**src/rtl/between_pkg.sv**
```systemverilog
// Shared types and constants for the between_to_in receiver.
package between_pkg;

  typedef enum logic {
    IDLE = 1'b0,
    ACK  = 1'b1
  } state_t;

  localparam int BETWEEN_DEPTH_DEFAULT = 4;

endpackage

```
**src/rtl/between_fifo.sv**
```systemverilog
// First-word-fall-through byte FIFO; DEPTH must be a power of two (>= 2).
module between_fifo #(
  parameter int DEPTH = 4
) (
  input  logic                   clk,
  input  logic                   rst_n,
  input  logic                   push,
  input  logic [7:0]             din,
  input  logic                   pop,
  output logic [7:0]             dout,
  output logic                   full,
  output logic                   empty,
  output logic [$clog2(DEPTH):0] level
);

  localparam int AW = $clog2(DEPTH);
  localparam int CW = AW + 1;
  localparam logic [CW-1:0] FULL_LEVEL = CW'(DEPTH);

  logic [7:0]    mem_q [DEPTH];
  logic [AW-1:0] wr_ptr_q, wr_ptr_d;
  logic [AW-1:0] rd_ptr_q, rd_ptr_d;
  logic [CW-1:0] count_q, count_d;
  logic          do_push, do_pop;

  assign full    = (count_q == FULL_LEVEL);
  assign empty   = (count_q == '0);
  assign do_push = push && !full;
  assign do_pop  = pop && !empty;
  assign level   = count_q;
  assign dout    = empty ? 8'h00 : mem_q[rd_ptr_q];

  // Pointers wrap naturally because DEPTH is a power of two.
  always_comb begin
    wr_ptr_d = wr_ptr_q;
    rd_ptr_d = rd_ptr_q;
    count_d  = count_q;
    if (do_push) wr_ptr_d = AW'(wr_ptr_q + 1);
    if (do_pop)  rd_ptr_d = AW'(rd_ptr_q + 1);
    case ({do_push, do_pop})
      2'b10:   count_d = CW'(count_q + 1);
      2'b01:   count_d = CW'(count_q - 1);
      default: count_d = count_q;
    endcase
  end

  always_ff @(posedge clk or negedge rst_n) begin
    if (!rst_n) begin
      wr_ptr_q <= '0;
      rd_ptr_q <= '0;
      count_q  <= '0;
    end else begin
      wr_ptr_q <= wr_ptr_d;
      rd_ptr_q <= rd_ptr_d;
      count_q  <= count_d;
    end
  end

  // Storage needs no reset: dout is masked while the FIFO is empty.
  always_ff @(posedge clk) begin
    if (do_push) mem_q[wr_ptr_q] <= din;
  end

endmodule

```
**src/rtl/between_to_in.sv**
```systemverilog
// Strobe/acknowledge byte receiver feeding a FWFT FIFO.
// Optional BETWEEN_SYNC_EN inserts a 2-flop synchronizer on tsent.
module between_to_in
  import between_pkg::*;
#(
  parameter int DEPTH = BETWEEN_DEPTH_DEFAULT
) (
  input  logic                   clk,
  input  logic                   rst_n,
  input  logic                   t0,
  input  logic                   t1,
  input  logic                   t2,
  input  logic                   t3,
  input  logic                   t4,
  input  logic                   t5,
  input  logic                   t6,
  input  logic                   t7,
  input  logic                   tsent,
  output logic                   trecieve,
  output logic [7:0]             data,
  output logic                   isValid,
  input  logic                   isTake,
  output logic [$clog2(DEPTH):0] level
);

  logic       tsent_i;
  state_t     state_q, state_d;
  logic       trecieve_q, trecieve_d;
  logic       push, pop, full, empty;
  logic [7:0] byte_in;

`ifdef BETWEEN_SYNC_EN
  logic [1:0] sync_q, sync_d;

  always_comb sync_d = {sync_q[0], tsent};

  always_ff @(posedge clk or negedge rst_n) begin
    if (!rst_n) sync_q <= '0;
    else        sync_q <= sync_d;
  end

  assign tsent_i = sync_q[1];
`else
  assign tsent_i = tsent;
`endif

  // Data lines are held stable by the sender while tsent is high.
  assign byte_in = {t7, t6, t5, t4, t3, t2, t1, t0};

  always_comb begin
    state_d    = state_q;
    trecieve_d = trecieve_q;
    push       = 1'b0;
    case (state_q)
      IDLE: begin
        if (tsent_i && !full) begin
          push       = 1'b1;
          trecieve_d = 1'b1;
          state_d    = ACK;
        end
      end
      ACK: begin
        if (!tsent_i) begin
          trecieve_d = 1'b0;
          state_d    = IDLE;
        end
      end
      default: begin
        trecieve_d = 1'b0;
        state_d    = IDLE;
      end
    endcase
  end

  always_ff @(posedge clk or negedge rst_n) begin
    if (!rst_n) begin
      state_q    <= IDLE;
      trecieve_q <= 1'b0;
    end else begin
      state_q    <= state_d;
      trecieve_q <= trecieve_d;
    end
  end

  assign pop      = isTake && !empty;
  assign isValid  = !empty;
  assign trecieve = trecieve_q;

  between_fifo #(
    .DEPTH(DEPTH)
  ) u_fifo (
    .clk   (clk),
    .rst_n (rst_n),
    .push  (push),
    .din   (byte_in),
    .pop   (pop),
    .dout  (data),
    .full  (full),
    .empty (empty),
    .level (level)
  );

endmodule
```
**config.mk**
```make
export PLATFORM = sky130hd
export DESIGN_NAME = between_to_in
export DESIGN_NICKNAME = d
export VERILOG_FILES = /design/src/rtl/between_pkg.sv /design/src/rtl/between_fifo.sv /design/src/rtl/between_to_in.sv
export SDC_FILE = /design/constraint.sdc
export NUM_CORES = 1
export LEC_CHECK = 0
export CAP_MARGIN = 20
export CELL_PAD_IN_SITES_DETAIL_PLACEMENT = 1
export CELL_PAD_IN_SITES_GLOBAL_PLACEMENT = 1
export CORE_ASPECT_RATIO = 2
export CORE_MARGIN = 4
export CORE_UTILIZATION = 40
export DETAILED_ROUTE_END_ITERATION = 6
export DONT_BUFFER_PORTS = 1
export PLACE_DENSITY = 0.68
export SETUP_SLACK_MARGIN = 0.5
export SYNTH_ARGS = -nofsm -noshare
export SYNTH_HDL_FRONTEND = slang
export SYNTH_SLANG_ARGS = --single-unit
```
**constraint.sdc**
```tcl
create_clock -name clk -period 2.9 [get_ports clk]
set_input_delay 0.145 -clock clk [delete_from_list [all_inputs] [get_ports clk]]
set_output_delay 0.145 -clock clk [all_outputs]
set_load 0.02 [all_outputs]
```
# Word-level counts from Yosys, hierarchy flattened
# Memories as Yosys holds them, arrays and structs flattened.
# Index checks and enable logic that the tools add are counted.
# W data, S select, Z words.
# totals
reg_bits	9
latchBits	0
ramBits	32
rom_bits	0
input_bits	12
output_inout_bits	13
wordCells	36
n_memories	1
# op_classes
n_addsub	4
multipliers	0
div	0
n_lt_le_gt_ge	0
n_eq_ne	5
shifts	0
muxes	11
bitwise_logic	1
reduce_logical	9
# mem_list
name	words	width	rd	rd_clocked_by_memory_dff	write_ports	line	source
u_fifo.mem_q	4	8	1	0	1	between_fifo.sv:20	logic [7:0] mem_q [DEPTH];
# op_table
operator	count
$mux W8	1
$mux W1	7
$pmux W3 S2	1
$add A2 B1 Y2 const B	2
$logic_and A1 B1 Y1	4
$ne A2 B2 Y1 const B	2
$pmux W1 S2	2
$add A3 B1 Y3 const B	1
$eq A3 B3 Y1 const B	1
$logic_not A3 Y1	1
$sub A3 B1 Y3 const B	1
$eq A2 B1 Y1 const B	1
$eq A2 B2 Y1 const B	1
$logic_not A1 Y1	2
$reduce_and A2 Y1	1
$reduce_bool A2 Y1	1
$not A1 Y1	1

# Longest topological paths before layout
# Gate-level depths: netlist of run 1.
# depth
ltp_word	8
ltp_mapped	9
depth_no_buf	9

# Modules after synthesis
# Synthesis of run 1 repeated with hierarchy kept, for this count alone.
# hier_totals
cells_unflattened	98
area_unflattened_um2	1756.7
# by_module_without_submodules
mod	instances	cells_per_inst	area_per_inst_um2	seq_area_each_um2
between_fifo	1	89	1656.6	1136.1
between_to_in	1	9	100.1	50.0

# Worst setup path before layout of run 1
# No wires, ideal clock.
# synth_path
kind	reg-to-reg
start	reg u_fifo.count_q[0] (netlist: u_fifo.level[0])
end	reg u_fifo.count_q[2] (netlist: u_fifo.level[2])
setup_time_ns	0.080
arrival_ns	2.043
t_required_ns	2.820
path_slack_ns	0.778
stages_incl_launch_ff	10
n_path_buf	0
period_less_slack_ns	2.122
cell_sequence	dfrtp_1 > or3b_1 > nor3b_4 > inv_1 > ha_1 > inv_1 > fa_1 > xor2_1 > nor2_1 > xor2_1
# synth_via
elab_chain_len	8
word_cells_on_any_way	16
cone_classes	add/sub (2); eq/ne (3); mux (3); reduce/logical (8)
# synth_lines
element	line	source
start: declaration	between_fifo.sv:23	logic [CW-1:0] count_q, count_d;
start signal: assignment	between_fifo.sv:55	count_q <= count_d;
$eq A3 B3 Y1	between_fifo.sv:26	assign full = (count_q == FULL_LEVEL);
$logic_not A1 Y1	between_fifo.sv:28, between_to_in.sv:56	
$logic_and A1 B1 Y1	between_to_in.sv:56	if (tsent_i && !full) begin
$mux W1	between_to_in.sv:56	
$mux W1	between_to_in.sv:54	case (state_q)
$logic_and A1 B1 Y1	between_fifo.sv:28	assign do_push = push && !full;
$eq A2 B1 Y1 / $eq A2 B2 Y1 (equally long branches)	between_fifo.sv:40	case ({do_push, do_pop})
$pmux W3 S2 / $reduce_bool A2 Y1 (equally long branches)	n/a	
# Parallel ways exist; a longest one is shown, timed or not.
# A chain may end at the register's enable or synchronous reset.

# Worst setup path after layout of run 1
# Same ends and word-level chain as after synthesis.

==> results of run 1 <==
-- cell usage after synthesis --
cell type,instances
mux2_4,1
fa_1,1
nor3b_4,1
mux4_2,8
or3_2,1
xor2_1,3
edfxtp_1,32
nand3_1,1
nor2_1,3
clkbuf_1,1
mux2i_1,1
buf_6,1
and2_2,4
a2bb2oi_1,1
dfrtp_1,9
and2_1,9
inv_1,7
or3b_1,1
ha_1,5
buf_2,1
xnor2_1,3
-- area by class of cell --
class                   count  area share [%]
flip-flops and latches     41           60.11
multi-input cells          43           25.16
repair buffers             13           6.068
clock buffers               7           3.856
well taps                  52           3.287
inverters                   7           1.327
clock inverters             1          0.1896
-- repair_timing --
item / 4_1_cts / 5_1_grt
setup buffers: 0 / 4
setup endpoints to repair: 1 / 1
pin swaps: 0 / 2
resized for setup: 4 / 3
hold buffers: 9 / 0
endpoints found under the hold margin: 41 / 0
-- cell families (layout without fill, tap and decap cells) --
logic type	after synthesis	count (layout)	synth area share, %
xor gates and xnor gates	6	6	3.057
AOI/OAI and AO/OA	1	1	0.5096
adders and majority gates	6	6	4.804
and+or+nand+nor	20	20	8.006
buffers and inverters	10	28	2.693
DFF	41	41	69.00
muxes	10	10	11.94
-- cells in the final DEF, fill, tap and decap left out, drive strengths merged --
| cell | netlist | final |
|---|---|---|
| inv | 7 | 7 |
| or3 | 1 | 1 |
| mux2i | 1 | 1 |
| and2 | 13 | 13 |
| or3b | 1 | 1 |
| nor3b | 1 | 1 |
| edfxtp | 32 | 32 |
| dlygate4sd3 | 0 | 9 |
| mux4 | 8 | 8 |
| mux2 | 1 | 1 |
| clkbuf | 1 | 7 |
| xor2 | 3 | 3 |
| clkinv | 0 | 1 |
| a2bb2oi | 1 | 1 |
| buf | 2 | 4 |
| xnor2 | 3 | 3 |
| nor2 | 3 | 3 |
| dfrtp | 9 | 9 |
| fa | 1 | 1 |
| ha | 5 | 5 |
| nand3 | 1 | 1 |
-- stage by stage --
step                utilization, %  instances  hold slack, ns  worst slack (ns)
floorplan                        -         94         -0.1506            0.7778
global placement             42.73        143         -0.1503            0.6085
detailed placement           42.73        143         -0.1503            0.4643
CTS                          47.03        160         0.02195            0.5074
global route                 47.94        164         0.03903            0.5165
finish                       47.94        164         0.02745            0.6287
-- sequential cells by signal, indices dropped and copies added, names as in the netlist --
| signal | count |
|---|---|
| u_fifo.mem_q | 32 |
| u_fifo.level | 3 |
| u_fifo.rd_ptr_q | 2 |
| u_fifo.wr_ptr_q | 2 |
| state_q | 1 |
| trecieve | 1 |
-- critical path, delay by kind of cell, from the launching register on --
| kind | cells | cell delay [ns] |
|---|---|---|
| adders and majority gates | 2 | 0.52 |
| DFF | 1 | 0.48 |
| and+or+nand+nor | 3 | 0.74 |
| buffers and inverters | 2 | 0.12 |
| xor gates and xnor gates | 2 | 0.33 |
-- per-layer routing --
metal / GRT usage [%] / vias to the layer above
met1: 12.73 / 419
met5: 0 / -
met3: 2.370 / 5
li1: - / 373
met4: 5.758 / 0
met2: 23.18 / 21
-- power breakdown --
group          switching (W)  total (W)  internal (W)
Sequential          0.000160   0.000917      0.000757
Combinational       0.000329   0.000630      0.000302
Clock               0.000169   0.000336      0.000167
-- worst max-delay path by stage --
stage	startpoint	end	slack (ns)	cells after the start
floorplan	u_fifo.level[0]$_DFFE_PN0P_	u_fifo.level[2]$_DFFE_PN0P_	0.78	9
global placement	u_fifo.level[0]$_DFFE_PN0P_	u_fifo.level[2]$_DFFE_PN0P_	0.61	8
detailed placement	u_fifo.level[0]$_DFFE_PN0P_	u_fifo.level[2]$_DFFE_PN0P_	0.46	8
finish	u_fifo.level[0]$_DFFE_PN0P_	u_fifo.level[2]$_DFFE_PN0P_	0.63	9
global route	u_fifo.level[0]$_DFFE_PN0P_	u_fifo.level[2]$_DFFE_PN0P_	0.52	9
CTS	u_fifo.level[1]$_DFFE_PN0P_	u_fifo.level[2]$_DFFE_PN0P_	0.51	9
==> results.py, run 1 <==
metrics = {
    "outcome": {
        "status": "complete, no violations",
    },
    "synthesis": {
        "syn-num-nets": 112,
        "yosysTopAreaCell": "edfxtp_1",
        "ys_ff_latch": 41,
        "synthTopCellsByArea": "edfxtp_1, dfrtp_1, mux4_2, ha_1, and2_1",
        "yosys_warnings": 0,
        "synth_area_um2": 1719,
        "synth_top_area_share_pct": 55.90,
        "syn-mean-instance-area_um2": 18.29,
        "ys_types": 21,
        "synthCells": 94,
        "synth_seq_area_share_pct": 69.00,
    },
    "die": {
        "num_io_pins": 25,
        "die_area_um2": 5474,
        "dieWidth_um": 54.36,
        "initial_utilization_pct": 41.64,
        "die_h_um": 100.7,
        "core-area_um2": 4129,
        "rows": 33,
    },
    "final_layout": {
        "drive_gt1_share_pct": 26.79,
        "multi_input_area_um2": 498.0,
        "syn_to_final_growth_pct": 15.14,
        "num-nets-final": 129,
        "regArea_um2": 1190,
        "fillCellCount": 408,
        "fin_area_um2": 1979,
        "diodes": 0,
    },
    "clocking": {
        "tritoncts": "built",
        "insertion_delay_ns": 0.28,
        "cts_buffers": 5,
        "path_clk_slew_ns": 0.07,
        "root_buffer": "clkbuf_8",
        "h-tree-depth": 2,
        "clockBufferDepth": 2,
        "cts.sinks": 41,
    },
    "placement": {
        "placed_area_um2": 1764,
        "port_buffers": 0,
        "hpwl_um": 2156,
        "place.gp.congestion": 0.7277,
    },
    "power": {
        "leakage_nw": 0.7103,
        "power.density_nw_per_um2": 951.8,
        "peakVddDrop_uv": 609.0,
        "p_total_w": 0.001884,
    },
    "route": {
        "drc": 0,
        "dr.first_iter.drc_count": 20,
        "routed_wl_um": 2879,
        "drtPass1Iterations": 3,
        "wire_per_inst_um": 17.55,
        "dr_wl_met2_um": 1727,
        "viasPerCell": 4.988,
        "ant_nets": 0,
        "wl_met1_um": 964,
        "vias": 818,
        "routed-wl-met3_um": 120,
        "highest_layer": "met4",
    },
    "sta": {
        "fin_worst_skew_ns": 0.004918,
        "fin_crit_sh_pct": 78.32,
        "fin_crit_ns": 2.271,
        "rsz0062_at_grt": "false",
        "tightest_slew_ns": 0.5917,
        "relSlewSlack_pct": 60.55,
        "setup_viol": 0,
        "setup-tns-final_ns": 0,
        "fmax_mhz": 440.3,
        "hold_viol": 0,
        "drv_slew": 0,
    },
    "job": {
        "drv_cap": 0,
    },
    "grt": {
        "grt_pass1_vias": 960,
        "overflow": 0,
        "grt_use_total_pct": 12.59,
        "grt_pass1_wl_um": 4733,
        "grt_max_degree": 13,
        "antenna_found_initial": 0,
    },
    "worst_setup_path": {
        "startpoint_type": "flop",
        "r2r_cells": 9,
        "crit_required_ns": 3.09,
        "reg2reg_slack_ns": 0.63,
        "critPathCaptureType": "flop",
        "setup.worst_path.class": "flop to flop",
        "regToRegStartpoint": "u_fifo.level[0]$_DFFE_PN0P_",
        "worst_path_max_delay_cell": "dfrtp_2",
        "cp_cell_sequence": "or3b_4 -> nor3b_4 -> inv_1 -> ha_2 -> inv_1 -> fa_2 -> xor2_1 -> nor2_1 -> xor2_1",
        "critPathArrivalTime_ns": 2.47,
        "path_max_fanout": 5,
        "slowest_delay_ns": 0.48,
        "r2r_end": "u_fifo.level[2]$_DFFE_PN0P_",
    },
    "worst_hold_path": {
        "min_to": "u_fifo.rd_ptr_q[1]$_DFFE_PN0P_",
        "holdCritStartpoint": "isTake",
        "min_path_cells": 2,
        "min_path_type": "primary input to flop",
    },
}
Power figures use the tool's default switching activity.
==> inputs of run 2 (changes only) <==
Settings changed: PLACE_DENSITY 0.68 to 0.7.
Clock period 2.9 ns to 2 ns, I/O delays scaled along.
==> run 2 against run 1 <==
  * Power increased by 78%
  * The flow now finishes with violations (setup timing)
  * Wire length increased by 25%
  * Combinational power increased by 130%
  * Final area increased by 12%
  * Largest cell class unchanged
  * Die area unchanged
  * Sequential share of layout area decreased by 6.4 points
  * Fmax increased by 9.9%
  * Cell count increased by 7.9%
  * Flip-flop and latch count unchanged
  * Global-route usage increased by 2.4 points
==> results.py, run 2 (same netlist as run 1, synthesis figures left out) <==
metrics = {
    "outcome": {
        "status": "finished with violations",
        "failed_checks": "setup timing",
    },
    "power": {
        "swShare_pct": 33.02,
        "peakVddDrop_uv": 891.2,
        "power.density_nw_per_um2": 1512,
        "p_seq_share_pct": 36.6,
        "leakage_nw": 0.8415,
        "clkPwrFrac_pct": 19.1,
        "p_switching_w": 0.001107,
        "power_frac_comb_pct": 44.3,
        "p_int_w": 0.002245,
    },
    "final_layout": {
        "drive_gt1_share_pct": 45.60,
        "final_cell_mix": "edfxtp_1, and2_4, dlygate4sd3_1",
        "finalNonFillerCells": 177,
        "syn_to_final_growth_pct": 28.97,
        "diodes": 0,
        "num-nets-final": 142,
        "regMostFlops": "u_fifo.mem_q",
        "largest_reg_flops": 32,
        "final_common_cell": "edfxtp_1",
    },
    "grt": {
        "grt_max_degree": 14,
        "grt_pass1_wl_um": 5402,
        "overflow": 0,
        "grt_use_total_pct": 14.99,
        "grt_pass1_vias": 1073,
        "antenna_found_initial": 0,
    },
    "route": {
        "viasPerCell": 5.040,
        "drc": 0,
        "drtPass1Iterations": 4,
        "wire_per_inst_um": 20.36,
        "routed_wl_um": 3604,
        "ant_nets": 0,
        "dr.first_iter.drc_count": 14,
        "vias": 892,
    },
    "worst_setup_path": {
        "cp_top_family": "simple AND/OR/NAND/NOR gates",
        "critPathArrivalTime_ns": 2.28,
        "path_buf_inv": 2,
        "slowest_delay_ns": 0.41,
        "startpoint_type": "flop",
        "endpoint": "u_fifo.level[2]$_DFFE_PN0P_",
        "regToRegStartpoint": "u_fifo.level[1]$_DFFE_PN0P_",
        "critPathCaptureType": "flop",
        "r2r_end": "u_fifo.level[2]$_DFFE_PN0P_",
        "crit_required_ns": 2.22,
        "reg2reg_slack_ns": -0.07,
        "path_max_fanout": 2,
        "cp_cell_sequence": "or3b_4 -> nor3b_4 -> inv_2 -> ha_4 -> inv_2 -> fa_2 -> xor2_1 -> nor2_1 -> xor2_1",
        "setup.worst_path.class": "flop to flop",
        "worstSetupStartpoint": "u_fifo.level[1]$_DFFE_PN0P_",
        "worst_path_max_delay_cell": "dfrtp_2",
        "cp_num_cells": 9,
        "r2r_cells": 9,
    },
    "placement": {
        "post-place-ws_ns": -0.1137,
        "place.gp.congestion": 0.6454,
        "hpwl_um": 2345,
        "dp_cells": 150,
        "port_buffers": 0,
    },
    "sta": {
        "rsz0062_at_grt": "true",
        "setup-tns-final_ns": -0.06680,
        "setup_ws_ns": -0.06680,
        "setup_viol": 1,
        "fin_crit_sh_pct": 103.3,
        "fin_crit_ns": 2.067,
        "hold_viol": 0,
        "fmax_mhz": 483.8,
        "tightest_slew_ns": 0.4452,
        "drv_slew": 0,
        "fin_worst_skew_ns": 0.002891,
        "relSlewSlack_pct": 70.22,
        "fin_hold_ws_ns": 0.03698,
    },
    "die": {
        "dieWidth_um": 54.36,
        "rows": 33,
        "initial_utilization_pct": 41.64,
        "core-area_um2": 4129,
        "num_io_pins": 25,
        "die_area_um2": 5474,
        "die_h_um": 100.7,
    },
    "clocking": {
        "cts.sinks": 41,
        "insertion_delay_ns": 0.29,
        "cts_buffers": 5,
        "root_buffer": "clkbuf_8",
        "path_clk_slew_ns": 0.08,
        "tritoncts": "built",
        "h-tree-depth": 2,
        "clockBufferDepth": 2,
    },
    "worst_hold_path": {
        "min_path_type": "primary input to flop",
    },
    "job": {
        "drv_cap": 0,
    },
}
-- run 2: cell count changes in the layout (fill, tap and decap cells not counted), sizes merged --
cell	change
buf	+12
bufinv	+1
clkbuf	-2
clkinvlp	+1
dlygate4sd3	+1
-- run 2: how the worst min path moves through the flow --
stage | cells after the start | to | slack, ns | startpoint
floorplan | 0 | state_q$_DFF_PN0_ | -0.20 | rst_n
global placement | 0 | u_fifo.level[1]$_DFFE_PN0P_ | -0.20 | rst_n
detailed placement | 0 | u_fifo.level[1]$_DFFE_PN0P_ | -0.20 | rst_n
CTS | 2 | state_q$_DFF_PN0_ | 0.01 | tsent
global route | 2 | state_q$_DFF_PN0_ | 0.04 | tsent
finish | 2 | state_q$_DFF_PN0_ | 0.04 | tsent
-- run 2: timing repair --
item	4_1_cts	5_1_grt
setup buffers	6	2
endpoints found under the hold margin	42	0
pin swaps	10	5
gates resized for setup	33	2
endpoints found under the setup margin	45	49
hold buffers	10	0
gates cloned	1	0
-- run 2: area by class of cell --
cell class                 instances  area (um^2)
timing repair buffer              26        275.3
tap                               52        65.06
inverter                           7        26.28
clock inverter                     3        41.29
sequential                        41         1190
fill                             381         1912
clock buffer                       5        68.82
multi-input combinational         43        550.5
-- run 2: per-layer routing --
metal / part of all wire, % / global-route usage (%)
met1: 29 / 12.39
met2: 63 / 29.18
met3: 4.5 / 4.296
met4: 2.6 / 6.910
met5: 0 / 0
-- run 2: through the flow --
step	util [%]	total power, W	area [um^2]
after detailed placement	44.61	0.002362	1842
after CTS	53.18	0.003347	2196
final	53.70	0.003351	2217
after global routing	53.70	0.003531	2217
after global placement	44.61	0.002278	1842
after floorplan	-	0.002075	1744
-- run 2: power groups by stage --
stage                     clock network (W)  registers [W]  logic (W)
final                              0.000641        0.00123    0.00148
after global routing               0.000699        0.00124    0.00159
after CTS                          0.000664        0.00122    0.00146
after detailed placement                  0        0.00124    0.00112
after global placement                    0        0.00122    0.00105
after floorplan                           0        0.00123   0.000845
-- run 2: worst reg2reg max path: cells and delay by family (launching register included) --
| kind | cells | cell delay [ns] |
|---|---|---|
| simple gates | 3 | 0.71 |
| xor+xnor | 2 | 0.31 |
| buf+inv | 2 | 0.11 |
| flops | 1 | 0.41 |
| fa+ha+maj | 2 | 0.46 |
==> inputs of run 3 (changes only) <==
Settings changed: BUFFER_PORTS_ARGS set to -buffer_cell sky130_fd_sc_hd__buf_2, DONT_BUFFER_PORTS 1 to not set, PLACE_DENSITY 0.7 to 0.76, SLEW_MARGIN set to 10.
==> run 3 against run 2 <==
  * The run still ends with setup timing left
  * Setup slack gained 0.049 ns
  * Critical path type unchanged
  * Clock-buffer cell count is the same
  * Largest power group unchanged
  * Wire length shrank 6.3%
  * Largest cell class unchanged
  * Clock power grew 21%
  * Highest routed layer unchanged
  * Flip-flop and latch count is the same
  * Utilization grew 2.8 points
  * Sequential power is essentially flat
  * Worst hold slack lost 0.014 ns
  * Via count grew 4.9%
  * Sequential share of layout area shrank 2.7 points
  * Power grew 12%
  * Non-clock buffer count grew 15
==> results.py, run 3 (same netlist as run 1, synthesis figures left out) <==
metrics = {
    "worst_setup_path": {
        "r2r_cells": 9,
        "critPathArrivalTime_ns": 2.23,
        "reg2reg_slack_ns": -0.02,
        "setup.worst_path.class": "flop to flop",
        "critPathCaptureType": "flop",
        "slowest_delay_ns": 0.41,
        "crit_required_ns": 2.21,
        "regToRegStartpoint": "u_fifo.level[1]$_DFFE_PN0P_",
        "startpoint_type": "flop",
        "r2r_end": "u_fifo.level[2]$_DFFE_PN0P_",
        "worst_path_max_delay_cell": "dfrtp_2",
        "cp_cell_sequence": "or3b_4 -> nor3b_4 -> inv_2 -> ha_4 -> inv_2 -> fa_2 -> xor2_1 -> nor2_1 -> xor2_1",
        "path_max_fanout": 2,
    },
    "grt": {
        "overflow": 0,
        "grt_max_degree": 14,
        "antenna_found_initial": 0,
        "grt_pass1_vias": 1096,
        "grt_use_total_pct": 14.86,
        "grt_pass1_wl_um": 5492,
    },
    "worst_hold_path": {
        "min_path_cells": 1,
        "min_path_type": "primary input to flop",
        "min_to": "u_fifo.mem_q[3][7]$_DFFE_PP_",
        "holdCritStartpoint": "t7",
    },
    "final_layout": {
        "multi_input_area_um2": 555.5,
        "fillCellCount": 388,
        "largest_reg_flops": 32,
        "fin_area_um2": 2335,
        "diodes": 0,
        "drive_gt1_share_pct": 59.29,
        "final_cell_mix": "edfxtp_1, buf_2, buf_6",
        "regMostFlops": "u_fifo.mem_q",
        "syn_to_final_growth_pct": 35.81,
        "final_common_cell": "edfxtp_1",
        "regArea_um2": 1190,
        "postLayoutCoreUtil_pct": 56.55,
        "finalNonFillerCells": 192,
        "num-nets-final": 157,
    },
    "die": {
        "dieWidth_um": 54.36,
        "initial_utilization_pct": 41.64,
        "core-area_um2": 4129,
        "die_area_um2": 5474,
        "num_io_pins": 25,
        "rows": 33,
        "die_h_um": 100.7,
    },
    "sta": {
        "rsz0062_at_grt": "true",
        "tightest_slew_ns": 0.4134,
        "fin_crit_ns": 2.018,
        "fin_crit_sh_pct": 100.9,
        "hold_viol": 0,
        "fin_worst_skew_ns": 0.005773,
        "setup_ws_ns": -0.01755,
        "fmax_mhz": 495.7,
        "setup_viol": 1,
        "drv_slew": 0,
        "fin_hold_ws_ns": 0.02345,
        "relSlewSlack_pct": 72.44,
    },
    "power": {
        "peakVddDrop_uv": 796.5,
        "p_switching_w": 0.001147,
        "p_int_w": 0.002620,
        "clkPwrFrac_pct": 20.6,
        "leakage_nw": 0.9356,
        "power_frac_comb_pct": 47.2,
        "power.density_nw_per_um2": 1613,
        "swShare_pct": 30.45,
        "p_seq_share_pct": 32.3,
    },
    "clocking": {
        "cts.sinks": 41,
        "insertion_delay_ns": 0.29,
        "root_buffer": "clkbuf_8",
        "clockBufferDepth": 2,
        "tritoncts": "built",
        "cts_buffers": 5,
        "h-tree-depth": 2,
        "path_clk_slew_ns": 0.07,
    },
    "placement": {
        "port_buffers": 24,
        "dp_cells": 174,
        "hpwl_um": 2228,
        "place.gp.congestion": 0.7650,
        "post-place-ws_ns": -0.06801,
        "placed_area_um2": 1962,
    },
    "route": {
        "ant_nets": 0,
        "drc": 0,
        "wire_per_inst_um": 17.59,
        "dr.first_iter.drc_count": 12,
        "vias": 936,
        "drtPass1Iterations": 4,
        "viasPerCell": 4.875,
        "routed_wl_um": 3377,
    },
    "outcome": {
        "failed_checks": "setup timing",
        "status": "finished with violations",
    },
    "job": {
        "drv_cap": 0,
    },
}
[run 3: cell types whose count changed in the layout (fill, tap and decap cells not counted), sizes merged]
cell         delta
bufinv          +1
buf            +24
dlygate4sd3     -9
clkinvlp        -1
[run 3: worst max-delay path, delay by kind of cell, from the launching register on]
kind	cells	cell delay, ns
buffers and inverters	2	0.09
adder cells (fa/ha/maj)	2	0.45
flip-flops	1	0.41
AND/OR/NAND/NOR	3	0.69
XOR/XNOR	2	0.30
[run 3: final cells by class]
class | count | area share (%)
clock buffers | 5 | 2.947
clock inverters | 3 | 2.787
inverters | 7 | 1.125
multi-input cells | 43 | 23.79
flip-flops and latches | 41 | 50.96
well taps | 52 | 2.787
repair buffers | 41 | 15.59
[run 3: what timing repair did]
| action | in CTS | in global routing |
|---|---|---|
| hold endpoints to repair | 9 | 0 |
| pin swaps | 12 | 2 |
| hold buffers | 1 | 0 |
| endpoints found under the setup margin | 45 | 48 |
| cloned | 1 | 0 |
| resized for setup | 46 | 1 |
| setup buffers | 7 | 1 |
[run 3: how the worst max path moves through the flow]
stage / cells after the start / end / slack [ns] / startpoint
3_3_place_gp: 9 / u_fifo.level[2]$_DFFE_PN0P_ / 0.01 / u_fifo.level[0]$_DFFE_PN0P_
4_1_cts: 9 / u_fifo.level[2]$_DFFE_PN0P_ / -0.004 / u_fifo.level[1]$_DFFE_PN0P_
5_1_grt: 9 / u_fifo.level[2]$_DFFE_PN0P_ / -0.10 / u_fifo.level[1]$_DFFE_PN0P_
6_report: 9 / u_fifo.level[2]$_DFFE_PN0P_ / -0.02 / u_fifo.level[1]$_DFFE_PN0P_
3_5_place_dp: 9 / u_fifo.level[2]$_DFFE_PN0P_ / -0.07 / u_fifo.level[0]$_DFFE_PN0P_
2_1_floorplan: 9 / u_fifo.level[2]$_DFFE_PN0P_ / -0.08 / u_fifo.level[0]$_DFFE_PN0P_
[run 3: power groups by stage]
stage | registers (W) | logic (W) | clock network [W]
4_1_cts | 0.00121 | 0.00179 | 0.000786
5_1_grt | 0.00124 | 0.00192 | 0.000826
3_5_place_dp | 0.00123 | 0.00127 | 0
3_3_place_gp | 0.00121 | 0.00121 | 0
6_report | 0.00122 | 0.00178 | 0.000774
2_1_floorplan | 0.00123 | 0.000845 | 0
[run 3: routing by layer]
layer | wire (um) | vias up | track usage, %
met5 | 0 | - | 0
met4 | 71 | 0 | 7.486
met3 | 107 | 6 | 3.111
met2 | 2067 | 21 | 26.50
met1 | 1130 | 474 | 15.38
li1 | - | 435 | -
[run 3: per-stage QoR]
step	power (W)	TNS, ns
3_5_place_dp	0.002496	-0.06801
5_1_grt	0.003986	-0.1227
2_1_floorplan	0.002075	-0.08015
4_1_cts	0.003791	-0.004031
3_3_place_gp	0.002418	0
6_report	0.003767	-0.01755
